**src/rtl/uart_pkg.sv**
```systemverilog
// Shared UART definitions: FSM state encoding, frame width and baud-divider helper.
// Used by both the transmit and the receive paths of the host link.
package uart_pkg;

    typedef enum logic [1:0] {
        IDLE  = 2'd0,
        START = 2'd1,
        DATA  = 2'd2,
        STOP  = 2'd3
    } uart_state_e;

    localparam int DATA_BITS = 8;

    // Clock cycles per bit; integer division, so the real rate may be slightly fast.
    function automatic int bps_count(input int clk_freq, input int baud_rate);
        return clk_freq / baud_rate;
    endfunction

endpackage

```
**src/rtl/uart_tx_band_gen.sv**
```systemverilog
// Baud tick generator for the UART transmitter: counts 0..BPS_CNT-1 while enabled
// and flags the last cycle of each bit period with bit_end.
module uart_tx_band_gen
    import uart_pkg::*;
#(
    parameter int BPS_CNT = 434
) (
    input  logic clock,
    input  logic reset,
    input  logic enable,
    output logic bit_end
);

    localparam int CNT_W = (BPS_CNT > 1) ? $clog2(BPS_CNT) : 1;
    localparam logic [CNT_W-1:0] LAST_CNT = CNT_W'(BPS_CNT - 1);

    logic [CNT_W-1:0] cnt_q;
    logic [CNT_W-1:0] cnt_d;

    assign bit_end = enable && (cnt_q == LAST_CNT);

    // Held at zero while disabled so every frame starts a fresh bit period.
    always_comb begin
        cnt_d = cnt_q;
        if (!enable || bit_end) begin
            cnt_d = '0;
        end else begin
            cnt_d = cnt_q + CNT_W'(1);
        end
    end

    always_ff @(posedge clock) begin
        if (!reset) begin
            cnt_q <= '0;
        end else begin
            cnt_q <= cnt_d;
        end
    end

endmodule

```
**src/rtl/uart_tx_module.sv**
```systemverilog
// UART 8N1 transmitter: one start bit, eight data bits LSB first, one stop bit.
// The serial line, busy and done flags are all registered.
module uart_tx_module
    import uart_pkg::*;
#(
    parameter int CLK_FREQ  = 50_000_000,
    parameter int BAUD_RATE = 115200
) (
    input  logic       clock,
    input  logic       reset,
    input  logic       tx_start,
    input  logic [7:0] tx_data_in,
    output logic       tx_pin_out,
    output logic       tx_busy,
    output logic       tx_done
);

    // Handshake: tx_start is taken on any edge where the FSM is IDLE (tx_busy=0),
    // tx_data_in is sampled on that edge only, tx_busy rises on that same edge and
    // falls on the edge that raises the one-cycle tx_done; requests while busy are dropped.
    localparam int BPS_CNT = bps_count(CLK_FREQ, BAUD_RATE);

    uart_state_e          state_q;
    uart_state_e          state_d;
    logic [DATA_BITS-1:0] shreg_q;
    logic [DATA_BITS-1:0] shreg_d;
    logic [2:0]           bit_idx_q;
    logic [2:0]           bit_idx_d;
    logic                 pin_q;
    logic                 pin_d;
    logic                 busy_q;
    logic                 busy_d;
    logic                 done_q;
    logic                 done_d;
    logic                 baud_en;
    logic                 bit_end;

    assign baud_en    = (state_q != IDLE);
    assign tx_pin_out = pin_q;
    assign tx_busy    = busy_q;
    assign tx_done    = done_q;

    uart_tx_band_gen #(
        .BPS_CNT (BPS_CNT)
    ) u_band_gen (
        .clock   (clock),
        .reset   (reset),
        .enable  (baud_en),
        .bit_end (bit_end)
    );

    always_comb begin
        state_d   = state_q;
        shreg_d   = shreg_q;
        bit_idx_d = bit_idx_q;
        pin_d     = pin_q;
        busy_d    = busy_q;
        done_d    = 1'b0;
        case (state_q)
            IDLE: begin
                pin_d  = 1'b1;
                busy_d = 1'b0;
                if (tx_start) begin
                    shreg_d = tx_data_in;
                    state_d = START;
                    pin_d   = 1'b0;
                    busy_d  = 1'b1;
                end
            end
            START: begin
                if (bit_end) begin
                    state_d   = DATA;
                    pin_d     = shreg_q[0];
                    bit_idx_d = 3'd0;
                end
            end
            DATA: begin
                if (bit_end) begin
                    if (bit_idx_q == 3'(DATA_BITS - 1)) begin
                        state_d = STOP;
                        pin_d   = 1'b1;
                    end else begin
                        // Bit 1 of the current register is the next bit on the wire.
                        shreg_d   = shreg_q >> 1;
                        pin_d     = shreg_q[1];
                        bit_idx_d = bit_idx_q + 3'd1;
                    end
                end
            end
            STOP: begin
                if (bit_end) begin
                    state_d = IDLE;
                    busy_d  = 1'b0;
                    done_d  = 1'b1;
                end
            end
            default: begin
                state_d = IDLE;
            end
        endcase
    end

    always_ff @(posedge clock) begin
        if (!reset) begin
            state_q   <= IDLE;
            shreg_q   <= '0;
            bit_idx_q <= '0;
            pin_q     <= 1'b1;
            busy_q    <= 1'b0;
            done_q    <= 1'b0;
        end else begin
            state_q   <= state_d;
            shreg_q   <= shreg_d;
            bit_idx_q <= bit_idx_d;
            pin_q     <= pin_d;
            busy_q    <= busy_d;
            done_q    <= done_d;
        end
    end

endmodule

```
**config.mk**
```make
export PLATFORM = sky130hd
export DESIGN_NAME = uart_tx_module
export DESIGN_NICKNAME = d
export VERILOG_FILES = /design/src/rtl/uart_pkg.sv /design/src/rtl/uart_tx_band_gen.sv /design/src/rtl/uart_tx_module.sv
export SDC_FILE = /design/constraint.sdc
export NUM_CORES = 1
export LEC_CHECK = 0
export ABC_AREA = 1
export CORE_AREA = 2 2 59 61
export CTS_CLUSTER_DIAMETER = 30
export DETAILED_ROUTE_END_ITERATION = 8
export DIE_AREA = 0 0 61 63
export PLACE_DENSITY = 0.66
export SLEW_MARGIN = 20
export SYNTH_ARGS = -nofsm -noshare
export SYNTH_HDL_FRONTEND = slang
export SYNTH_SLANG_ARGS = --single-unit
```
**constraint.sdc**
```tcl
create_clock -name clock -period 1.7 [get_ports clock]
set_clock_uncertainty 0.2 [all_clocks]
set_input_delay 0.51 -clock clock [delete_from_list [all_inputs] [get_ports clock]]
set_output_delay 0.51 -clock clock [all_outputs]
set_load 0.02 [all_outputs]
```
==> run_results.csv, run 1 <==
group,metric,value,unit
finish,area_growth_syn_to_layout,20.9,%
floorplanning,dieArea,3840,sq um
logic_synthesis,yosysMostFrequentCell,"nand2_1",
floorplanning,die_w,61,um
timing,slew_headroom,85.2,%
placed_design,port_buffers,13,
critical_path,start_kind,"flop",
drt,drtIter0Drc,63,
grt,grt_overflow_total,0,
pwr,power,0.00207,W
floorplanning,core,3230,sq um
cts,cts_tree,"done",
timing,setup_tns,0,ns
critical_path,critPathArrivalTime,1.63,ns
min_path,min_to,"u_band_gen.cnt_q[0]",
logic_synthesis,ys.flop_type,"dfxtp_1",
logic_synthesis,synthTopCellsByCount,"46 x nand2_1, 29 x nor2_1, 25 x dfxtp_1",
critical_path,r2r-end,"state_q[1]",
logic_synthesis,avgSynthCellArea,7.15,sq um
cts,h-tree-depth,1,
logic_synthesis,ys_seq_area_share,36.5,%
timing,max_clock_freq,0.622,GHz
placed_design,dpl.cell_count,257,
min_path,whs_path_depth,1,
floorplanning,initial_core_util,42.5,%
timing,final_max_slew_viol_count,0,
floorplanning,die_y,63,um
finish,diodes,0,
drt,wl_per_cell,9.74,um
grt,grt_pass1_vias,1099,
logic_synthesis,syn_area,1370,sq um
critical_path,crit_type,"flop to flop",
critical_path,rrSetupSlack,0.09,ns
finish,fin_cells,261,
timing,worstMarginPinSlew,0.220,ns
logic_synthesis,yosys_warnings,0,
placed_design,dp.final_hpwl,1.90,mm
drt,route.detailed.drc,0,
logic_synthesis,synth_seq_cells,25,
timing,hold_viol_final,0,
critical_path,r2r-start,"bit_idx_q[0]",
grt,grt_antenna_before_repair,0,
grt,grt_max_degree,17,
cts,root_buffer,"clkbuf_4",
logic_synthesis,synth.distinct_cells,27,
timing,rsz0062_at_grt,"yes",
finish,drive_above_1_share,15.3,%
grt,grt_pass1_wl,4.52,mm
pwr,powerDensity,1250,nW/um^2
logic_synthesis,synth_top_area_cell,"dfxtp_1",
critical_path,required,1.73,ns
critical_path,crit_path_end_kind,"flop",
logic_synthesis,async_flop_share,0,%
cts,cts_buffer_depth,2,
drt,ant_nets,0,
cts,postCtsSetupRepairBufs,0,
cts,clk-insertion-delay-late,0.32,ns
logic_synthesis,syn_nets,211,
cts,cts_buffers,3,
min_path,hold_start,"u_band_gen.cnt_q[0]",
logic_synthesis,synth_edf_count,0,
pwr,max-vdd-ir-drop,0.577,mV
outcome,outcome,"finished, final reports clean",
drt,routed_via_density,4.65,
timing,min_period_over_period,94.5,%
logic_synthesis,synthCells,192,
placed_design,gp_routability_congestion,0.844,
job,maxCapViolCount,0,
drt,dr_total_vias,1213,
min_path,hp-class,"flop to flop",
logic_synthesis,yosysTopAreaCellShare,36.5,%
timing,period_needed,1.61,ns
logic_synthesis,synth_top_cells_by_area,"dfxtp_1 36%, nand2_1 13%, nor2_1 7.9%, ha_1 7.3%, a21oi_1 6.2%",
critical_path,r2r_cells,5,
pwr,power_leakage,0.711,nW
floorplanning,placementRows,21,
cts,clk_pin_slew,0.13,ns
finish,fin_nets,235,
drt,drt-total-wl,2.54,mm
drt,firstDrtPassIters,4,
timing,finalSetupViolations,0,
floorplanning,ioPinCount,14,
cts,clock_sinks,25,
critical_path,path_max_fanout,4,
grt,grt_usage,15.2,%
[metal layers]
metal	track usage (%)	wire, um
met2	21.9	1120
met4	6.79	30
met1	21.3	1320
met3	3.11	75
met5	0	0
[cells by family after synthesis]
kind of cell | count (synthesis) | share of synthesized area, %
buf+inv | 24 | 7.47
flops | 25 | 36.5
xor+xnor | 1 | 0.638
mux | 6 | 4.38
simple gates | 107 | 35.5
fa+ha+maj | 8 | 7.29
compound gates | 21 | 8.30
[worst max path at each step]
stage                                    from           end  slack [ns]
after floorplan                    state_q[0]  bit_idx_q[2]        0.08
after global placement               tx_start    shreg_q[7]       -0.17
after detailed placement             tx_start    shreg_q[3]       -0.17
after CTS                             tx_busy       tx_busy       0.001
after global routing      u_band_gen.cnt_q[1]    shreg_q[6]       -0.04
final                            bit_idx_q[0]    state_q[1]        0.09
[final cells by class]
| cell class | instances | area, sq um |
|---|---|---|
| clock buffer | 4 | 26.3 |
| fill | 335 | 1570 |
| inverter | 19 | 71.3 |
| multi-input combinational | 143 | 778 |
| sequential | 25 | 503 |
| tap | 46 | 57.6 |
| timing repair buffer | 24 | 223 |
[worst max-delay path: stages, from the launching register on]
cell and delay (ns):
dfxtp_1 0.35, ha_1 0.20, ha_1 0.22, or2_2 0.34, a21oi_1 0.15, nor2_1 0.06
[through the flow]
stage	utilization [%]	worst slack, ns	area [sq um]	hold slack [ns]
after floorplan	-	0.0759	1380	0.233
after detailed placement	50.8	-0.169	1640	0.249
after global routing	51.3	-0.0401	1660	0.267
after CTS	51.5	0.00107	1670	0.283
after global placement	50.8	-0.165	1640	0.244
final	51.3	0.0929	1660	0.246
[state kept, by name (all words and copies together), names as in the netlist]
signal,cells
bit_idx_q,3
shreg_q,8
state_q,2
tx_busy,1
tx_done,1
tx_pin_out,1
u_band_gen.cnt_q,9
[layout by cell type (no fill, tap or decap)]
cell             count
a21boi_0             1
a21oi_1             16
a21oi_2              1
a31oi_1              1
buf_12               2
buf_4                9
clkbuf_1             1
clkbuf_2             3
clkbuf_4             3
clkdlybuf4s50_1     10
dfxtp_1             23
dfxtp_2              2
ha_1                 7
ha_2                 1
inv_1               17
inv_2                2
mux2i_1              6
nand2_1             45
nand2_2              2
nand2_4              1
nand3_1             16
nand3_4              1
nand3b_1             1
nand4_1              4
nor2_1              29
nor2_2               1
nor2_4               2
nor3_1               2
o211a_1              1
o21ai_0              1
or2_2                3
xnor2_1              1
[power breakdown]
part / internal (W) / switching (W) / total (W)
Combinational: 0.000443 / 0.000575 / 0.00102
Sequential: 0.000711 / 0.0000676 / 0.000779
Clock: 0.0000919 / 0.000177 / 0.000269
Total: 0.00125 / 0.000820 / 0.00207
[what timing repair did]
action,4_1_cts,5_1_grt
hold endpoints to repair,0,0
hold buffers,0,0
pin swaps,0,0
gates cloned,0,0
endpoints found under the setup margin,3,18
resized for setup,5,9
Power figures use the tool's default switching activity.
==> run 2: changes to the inputs <==
--- a/config.mk
+++ b/config.mk
@@ -8,6 +8,7 @@
 export ABC_AREA = 1
 export CORE_AREA = 2 2 59 61
 export CTS_CLUSTER_DIAMETER = 30
+export CTS_CLUSTER_SIZE = 28
 export DETAILED_ROUTE_END_ITERATION = 8
 export DIE_AREA = 0 0 61 63
 export PLACE_DENSITY = 0.66
@@ -15,3 +16,4 @@
 export SYNTH_ARGS = -nofsm -noshare
 export SYNTH_HDL_FRONTEND = slang
 export SYNTH_SLANG_ARGS = --single-unit
+export TNS_END_PERCENT = 20
==> run_results.csv, run 2 (synthesis gave the netlist of run 1 again) <==
group,metric,value,unit
finish,largest_reg_flops,9,
critical_path,crit_path_end_kind,"flop",
finish,final_cell_mix,"46 x nand2_1, 29 x nor2_1, 23 x dfxtp_1",
floorplanning,initial_core_util,42.5,%
finish,diodes,0,
floorplanning,dieArea,3840,sq um
grt,grt_overflow_total,0,
floorplanning,ioPinCount,14,
drt,routed_via_density,4.64,
timing,setup_tns,0,ns
pwr,power_leakage,0.711,nW
placed_design,gp_routability_congestion,0.844,
drt,dr_total_vias,1212,
finish,regMostFlops,"u_band_gen.cnt_q",
pwr,p_seq_share,37.8,%
timing,final_max_slew_viol_count,0,
cts,root_buffer,"clkbuf_4",
placed_design,port_buffers,13,
drt,wl_per_cell,9.73,um
timing,slew_headroom,85.2,%
critical_path,critPathArrivalTime,1.63,ns
drt,drtIter0Drc,63,
drt,firstDrtPassIters,4,
timing,period_needed,1.61,ns
finish,drive_above_1_share,14.9,%
critical_path,required,1.73,ns
drt,route.detailed.drc,0,
floorplanning,die_y,63,um
pwr,internal-power,0.00124,W
cts,clk-insertion-delay-late,0.32,ns
cts,clock_sinks,25,
cts,h-tree-depth,1,
finish,final_common_cell,"nand2_1",
job,maxCapViolCount,0,
min_path,hp-class,"flop to flop",
floorplanning,die_w,61,um
finish,fin_nets,235,
timing,rsz0062_at_grt,"yes",
grt,grt_usage,15.2,%
finish,area_growth_syn_to_layout,20.7,%
timing,worstMarginPinSlew,0.220,ns
timing,min_period_over_period,94.5,%
cts,clk_pin_slew,0.13,ns
drt,drt-total-wl,2.54,mm
timing,max_clock_freq,0.622,GHz
pwr,p_switching,0.000818,W
critical_path,rrSetupSlack,0.09,ns
timing,hold_viol_final,0,
cts,cts_buffer_depth,2,
outcome,outcome,"finished, final reports clean",
floorplanning,placementRows,21,
grt,grt_antenna_before_repair,0,
grt,grt_pass1_vias,1099,
critical_path,crit_type,"flop to flop",
critical_path,path_max_fanout,4,
drt,ant_nets,0,
grt,grt_pass1_wl,4.52,mm
timing,finalSetupViolations,0,
floorplanning,core,3230,sq um
pwr,max-vdd-ir-drop,0.576,mV
cts,cts_buffers,3,
pwr,p_clk_share,13.1,%
pwr,switching_share,39.7,%
placed_design,dp.final_hpwl,1.90,mm
grt,grt_max_degree,17,
pwr,combPwrFrac,49.2,%
critical_path,start_kind,"flop",
cts,cts_tree,"done",
pwr,power,0.00206,W
pwr,powerDensity,1240,nW/um^2
finish,reg_top3,"u_band_gen.cnt_q: 9 flops, shreg_q: 8 flops, bit_idx_q: 3 flops",
cts,postCtsSetupRepairBufs,0,
==> run 2: critical path, cell delays in order (launching register included) <==
cell     delay (ns)
dfxtp_1        0.35
ha_1           0.20
ha_1           0.22
or2_2          0.34
a21oi_1        0.15
nor2_1         0.06
==> run 2: final timing paths <==
kind	end	start	cells after the start
worst max-delay path	state_q[1]	bit_idx_q[0]	5
worst min register to register	u_band_gen.cnt_q[0]	u_band_gen.cnt_q[0]	1
worst max register to register	state_q[1]	bit_idx_q[0]	5
worst min-delay path	u_band_gen.cnt_q[0]	u_band_gen.cnt_q[0]	1
==> run 2: metal layers <==
metal | vias up | share of wire [%] | global-route usage, %
met1 | 529 | 52 | 21.3
li1 | 665 | - | -
met2 | 15 | 44 | 21.9
met3 | 3 | 3.0 | 3.11
met4 | 0 | 1.2 | 6.79
met5 | - | 0 | 0
==> run 2: final cells by class <==
type	instances	area (sq um)
fillers	332	1580
repair buffers	24	223
multi-input cells	143	776
clock buffers	4	26.3
well taps	46	57.6
inverters	19	71.3
flip-flops and latches	25	503
==> run 2: repair_timing <==
action,in CTS,in global routing
hold buffers,0,0
resized for setup,5,8
endpoints found under the setup margin,3,18
==> run 2: power groups by stage <==
stage	logic (W)	registers (W)	clock network, W
floorplan	0.000728	0.000805	0
detailed placement	0.00103	0.000788	0
global placement	0.00102	0.000787	0
finish	0.00101	0.000779	0.000269
CTS	0.00102	0.000775	0.000286
global route	0.00116	0.000795	0.000315
==> run 2: through the flow <==
step                      instances  worst slack (ns)  util (%)  area [sq um]  hold slack, ns
after floorplan                 192            0.0759         -          1380           0.233
after global placement          257            -0.165      50.8          1640           0.244
after detailed placement        257            -0.169      50.8          1640           0.249
after CTS                       261           0.00107      51.5          1670           0.283
after global routing            261           -0.0358      51.3          1660           0.267
final                           261            0.0931      51.3          1660           0.246
